===== config.mk =====
export PLATFORM = sky130hd
export DESIGN_NAME = tile_spawner
export DESIGN_NICKNAME = d
export VERILOG_FILES = /design/src/rtl/tile_spawner.sv
export SDC_FILE = /design/constraint.sdc
export NUM_CORES = 1
export LEC_CHECK = 0
export BUFFER_PORTS_ARGS = -buffer_cell sky130_fd_sc_hd__buf_2
export CAP_MARGIN = 15
export CORE_UTILIZATION = 30
export DETAILED_ROUTE_END_ITERATION = 10
export SLEW_MARGIN = 10
export SYNTH_ARGS = -nofsm -noshare
export SYNTH_HDL_FRONTEND = slang
export SYNTH_SLANG_ARGS = --single-unit

===== constraint.sdc =====
create_clock -name clk -period 4.7 [get_ports clk]
set_input_delay 0.47 -clock clk [delete_from_list [all_inputs] [get_ports clk]]
set_output_delay 0.47 -clock clk [all_outputs]
set_load 0.01 [all_outputs]

===== src/rtl/tile_spawner.sv =====
// tile_spawner: picks a pseudo-random empty board cell and pulses a one-hot preset with a new tile exponent.
//   clk          : single clock, rising edge
//   rst          : asynchronous, active-low reset
//   start        : spawn request, sampled only in IDLE
//   board_values : 16 cell exponents, 4 bits each, 0 = empty
//   spawn_en     : one-hot preset strobe for the chosen cell
//   spawn_value  : exponent to preset (1 or 2), 0 when no strobe
//   busy         : high while scanning for an empty cell
//   done         : one-cycle completion pulse
//   board_full   : last accepted request found no empty cell
module tile_spawner #(
  parameter logic [15:0] SEED = 16'hACE1
) (
  input  logic        clk,
  input  logic        rst,
  input  logic        start,
  input  logic [63:0] board_values,
  output logic [15:0] spawn_en,
  output logic [3:0]  spawn_value,
  output logic        busy,
  output logic        done,
  output logic        board_full
);
  typedef enum logic {IDLE, SCAN} state_t;
  state_t      state_q, state_d;
  logic [15:0] lfsr_q, lfsr_d, mask_q, mask_d, spawn_en_q, spawn_en_d, empty;
  logic [3:0]  ptr_q, ptr_d, value_q, value_d;
  logic        busy_q, busy_d, done_q, done_d, full_q, full_d;
  for (genvar i = 0; i < 16; i++) begin : g_empty
    assign empty[i] = ~|board_values[4*i +: 4];
  end
  always_comb begin
    lfsr_d     = {lfsr_q[14:0], lfsr_q[15] ^ lfsr_q[13] ^ lfsr_q[12] ^ lfsr_q[10]};
    state_d    = state_q;
    ptr_d      = ptr_q;
    mask_d     = mask_q;
    spawn_en_d = '0;
    value_d    = '0;
    busy_d     = busy_q;
    done_d     = 1'b0;
    full_d     = full_q;
    if (state_q == IDLE) begin
      if (start) begin
        mask_d  = empty;
        ptr_d   = lfsr_q[3:0];
        full_d  = ~|empty;
        done_d  = ~|empty;
        busy_d  = |empty;
        state_d = |empty ? SCAN : IDLE;
      end
    end else if (mask_q[ptr_q]) begin
      spawn_en_d = 16'd1 << ptr_q;
      value_d    = (lfsr_q[7:5] == 3'b000) ? 4'd2 : 4'd1;
      done_d     = 1'b1;
      busy_d     = 1'b0;
      state_d    = IDLE;
    end else begin
      ptr_d = ptr_q + 4'd1;
    end
  end
  always_ff @(posedge clk or negedge rst) begin
    if (!rst) begin
      state_q    <= IDLE;
      lfsr_q     <= SEED;
      ptr_q      <= '0;
      mask_q     <= '0;
      spawn_en_q <= '0;
      value_q    <= '0;
      busy_q     <= 1'b0;
      done_q     <= 1'b0;
      full_q     <= 1'b0;
    end else begin
      state_q    <= state_d;
      lfsr_q     <= lfsr_d;
      ptr_q      <= ptr_d;
      mask_q     <= mask_d;
      spawn_en_q <= spawn_en_d;
      value_q    <= value_d;
      busy_q     <= busy_d;
      done_q     <= done_d;
      full_q     <= full_d;
    end
  end
  assign spawn_en    = spawn_en_q;
  assign spawn_value = value_q;
  assign busy        = busy_q;
  assign done        = done_q;
  assign board_full  = full_q;
endmodule


# --- Word-level counts from Yosys, hierarchy flattened ---
# Index checks and enable logic that the tools add are counted.
classes:
  bitwise_logic: 4
  order_cmp: 1
  mux: 20
  n_eq_ne: 2
  reduce_logical: 39
  addsub: 1
  n_shift: 1
ops:
  columns: ["op", "count"]
  rows:
  - ["4-bit OR reduction", 16]
  - ["16-bit two-way mux", 2]
  - ["1-bit zero test", 17]
  - ["16-bit OR reduction", 1]
  - ["1-bit by 4-bit << shifter with 16-bit output, first input constant", 1]
  - ["4-bit two-way mux", 3]
  - ["1-bit two-way mux", 11]
  - ["2-bit two-way mux", 3]
  - ["2-bit AND reduction", 3]
  - ["4-bit by 5-bit < comparator with 1-bit output, second input constant", 1]
  - ["4-bit by 1-bit adder with 4-bit output, second input constant", 1]
  - ["1-bit binary-select mux with 4-bit select", 1]
  - ["3-bit zero test", 1]
  - ["1-bit bitwise XOR", 3]
  - ["2-bit by 1-bit != test with 1-bit output, second input constant", 1]
  - ["2-bit != test, second input constant", 1]
  - ["2-bit nonzero test", 1]
  - ["1-bit inverter", 1]
totals:
  elab_cells: 77
  input_bits: 67
  register_bits: 60

# --- Longest topological paths before layout ---
depth:
  depth_word: 6
  mapped_depth: 6
  ltp_nobuf: 5

# --- Least setup slack after synthesis ---
# No wires, ideal clock.
synth_timing:
  path_type: "flip-flop to flip-flop"
  from: "register ptr_q[1]"
  to: "register ptr_q[1]"
  stages_incl_launch_ff: 7
  period_less_slack_ns: 1.801
  t_required_ns: 4.573
  n_path_buf: 1
  arrival_time_ns: 1.674
  slack_ns: 2.899
  path_cell_list: "dfrtp_1 buf_6 mux4_2 a22oi_4 o211ai_4 or2_4 mux2i_1"
synth_via:
  elab_chain_len: 4
  word_cells_on_any_way: 7
synth_lines:
  columns: ["element", "line", "text"]
  rows:
  - ["start: declaration", "27", "logic [3:0] ptr_q, ptr_d, value_q, value_d;"]
  - ["start signal: assignment", "75", "ptr_q <= ptr_d;"]
  - ["1-bit binary-select mux with 4-bit select", "51", "end else if (mask_q[ptr_q]) begin"]
  - ["1-bit two-way mux (not written as such)", "51", null]
  - ["2-bit != test (no source line)", null, null]
  - ["2-bit AND reduction (no source line)", null, null]
# Several ways; a longest one is shown, not always the timed one. The select of a mux whose other input is x is not followed.
# A chain may end at the register's enable or synchronous reset.

# --- Worst setup path in the final report ---
# Same ends and word-level chain as after synthesis.

==> flow_summary.yaml <==
clock_tree:
  clock_latency_ns: 0.33
  cts_tree: "done"
  post_cts_buffers: 0
  cts-buffers-inserted: 9
  clk_path_buf_depth: 2
  cts_max_level: 3
  cts.sinks: 58
  cts_root_buffer: "clkbuf_8"
  cts_resized: 0
  clkTransAtPathRegs_ns: 0.06
  cts_hold_buf: 0
placement:
  port_buffers: 87
  dp_cells: 416
  gp_congestion: 0.828
  dp_hpwl_um: 4150
job:
  maxCapViolCount: 0
pwr:
  p_leak_nw: 1.75
  sw_frac_of_total_pct: 31.1
  internal_power_w: 0.00109
  pwr-share-seq_pct: 42.2
  p_switching_w: 0.000494
  pwr_density_cell_mw_per_mm2: 475
  p_comb_share_pct: 24.6
  ir_worst_vdd_mv: 0.154
  power_frac_clock_pct: 33.2
synth:
  synth_top_family_by_area: "simple AND/OR/NAND/NOR gates"
  synth-xor-area-share_pct: 1.36
  synth_compound_area_share_pct: 5.00
  ys_warn_count: 0
  synthAdderAreaFrac_pct: 2.91
  ys_top_cells_by_area: "dfrtp_1 (49%), nand2_1 (9.3%), dfstp_2 (8.2%), mux4_2 (5.2%), nor4_1 (4.9%)"
  synth.avg_cell_area_um2: 11.1
  ys_ff_latch: 58
  muxShareOfSynthArea_pct: 9.12
  yosys.area_share.simple_pct: 21.6
  synth_cell_types: 37
  yosysTopAreaCellShare_pct: 48.5
  yosysTopAreaCell: "dfrtp_1"
  ys_seq_area_share_pct: 56.7
  netlist_instances: 233
  synth_area_mm2: 0.00258
cells_and_area:
  nFillCells: 844
  n_antenna_cell: 0
  final_cell_mix: "buf_2 (87), nand2_1 (64), dfrtp_1 (50)"
  final_common_cell: "buf_2"
  finalNonFillerCells: 432
  area_growth_pct: 29.5
  nNetsFinal: 395
  drive_above_1_share_pct: 38.2
run_status:
  outcome: "finished, final reports clean"
worst_setup_path:
  path_class: "reg -> reg"
  crit_path_max_fanout: 13
  cp.required_ns: 4.91
  setup.worst_path.start_class: "flop"
  critical_path_arrival_ns: 2.38
  end_kind: "flop"
grt:
  grt_pass1_wl_um: 9180
  grt_pass1_vias: 1906
  antenna_found_initial: 0
  top_usage_layer: "met2"
  grt_use_met2_pct: 21.0
  globalRouteTotalUtil_pct: 13.8
  gr-total-overflow: 0
  use_met1_pct: 17.9
  grt_start_max_net_pins: 59
  use_met3_pct: 5.23
timing:
  rsz0062_at_grt: "no"
  finalSetupViolCount: 0
  period_minus_slack_ns: 2.17
  worst_pin_slew_ns: 0.737
  fmax_mhz: 462
  drv_slew: 0
  finalSetupTns_ns: 0
  fin_crit_sh_pct: 46.1
  clock_skew_ns: 0.00580
  slew-limit-headroom_pct: 50.8
  finalHoldViolations: 0
drt:
  post_drt_wl_per_cell_um: 12.8
  drc: 0
  avgViaCountPerCell: 4.56
  first_iter_violations: 74
  antenna_left: 0
  dr.pass1.iters: 4
  routed-via-count: 1970
  wl_um: 5520
floorplan:
  initial_core_util_pct: 31.2
  io_pins: 90
  core_area_mm2: 0.00826
  die_h_um: 94.7
  die_area_mm2: 0.00897
  rows: 33
  dieWidth_um: 94.7
min_path:
  hp-class: "in -> async"
[registers in the layout (all words and copies together), names as in the netlist]
signal / cells
state_q: 1
spawn_value: 2
board_full: 1
mask_q: 16
ptr_q: 4
spawn_en: 16
busy: 1
lfsr_q: 16
done: 1
[worst max-delay path, stage by stage, from the launching register on]
cell and delay [ns]:
dfrtp_1 0.65, mux4_1 0.70, a22oi_4 0.21, o211ai_4 0.11, or2_4 0.26, mux2i_1 0.11
[cells in the mapped netlist]
cell	n
dfrtp_1	50
mux4_2	6
xor2_1	1
clkbuf_1	6
o2bb2ai_1	1
o211ai_1	1
ha_1	6
or2_4	1
mux2_2	3
mux4_1	1
buf_4	2
a211o_1	1
buf_2	3
xnor2_1	3
a22oi_1	1
and4_1	1
dfstp_2	8
nor3_1	5
o311ai_0	1
nand2_1	64
o211ai_4	1
conb_1	1
a22oi_4	1
a21oi_1	2
or4_1	1
mux2i_1	4
inv_1	5
and2_1	12
nor4_1	20
o21ai_1	1
nand3_1	1
o21ai_0	4
o211a_1	1
nor2_1	8
and3_1	1
nor2b_1	4
buf_6	1
[layer usage]
layer	part of all wire [%]	wire length, um	vias to the layer above
met5	0	0	-
met4	1.1	61	0
met3	6.8	376	8
met2	46	2560	75
met1	46	2520	914
li1	-	-	973
[per-stage QoR]
step / worst slack, ns / hold WS (ns) / cell area (um2) / power (W) / utilization (%)
final: 2.53 / 0.272 / 3340 / 0.00159 / 40.4
after CTS: 2.53 / 0.287 / 3340 / 0.00161 / 40.4
after global routing: 2.44 / 0.332 / 3340 / 0.00169 / 40.4
after detailed placement: 2.54 / 0.340 / 3100 / 0.00107 / 37.5
after global placement: 2.56 / 0.332 / 3090 / 0.00106 / 37.5
after floorplan: 2.90 / 0.174 / 2580 / 0.000948 / -
[power by group through the flow]
stage	clock network (W)	registers (W)	logic, W
after floorplan	0	0.000617	0.000331
after global placement	0	0.000678	0.000382
after detailed placement	0	0.000679	0.000394
after CTS	0.000544	0.000670	0.000396
after global routing	0.000566	0.000686	0.000441
final	0.000527	0.000670	0.000390
[final timing paths]
kind	from	end	slack [ns]	cells past startpoint
worst max-delay path	ptr_q[1]	ptr_q[1]	2.53	5
worst min-delay path	rst	lfsr_q[12]	0.27	2
worst max register to register	ptr_q[1]	ptr_q[1]	2.53	5
worst min register to register	lfsr_q[9]	lfsr_q[10]	0.35	0
max in group asynchronous	rst	mask_q[12]	3.96	2
min in group clk	lfsr_q[9]	lfsr_q[10]	0.35	0
[final cells by class]
type | count | area [um2] | share of cell area, %
flip-flops and latches | 58 | 1460 | 43.8
multi-input cells | 159 | 1040 | 31.1
repair buffers | 89 | 450 | 13.5
clock buffers | 12 | 165 | 4.95
well taps | 105 | 131 | 3.94
clock inverters | 4 | 72.6 | 2.17
inverters | 5 | 18.8 | 0.562
[cells by family (layout without fill, tap and decap cells)]
kind of cell | count (synthesis) | count (layout)
AO/OA/AOI/OAI | 15 | 15
XOR/XNOR | 4 | 4
adder cells (fa/ha/maj) | 6 | 6
buffers and inverters | 17 | 110
flip-flops | 58 | 58
multiplexers | 14 | 14
other | 1 | 2
AND/OR/NAND/NOR | 118 | 118
Power figures use the tool's default switching activity.
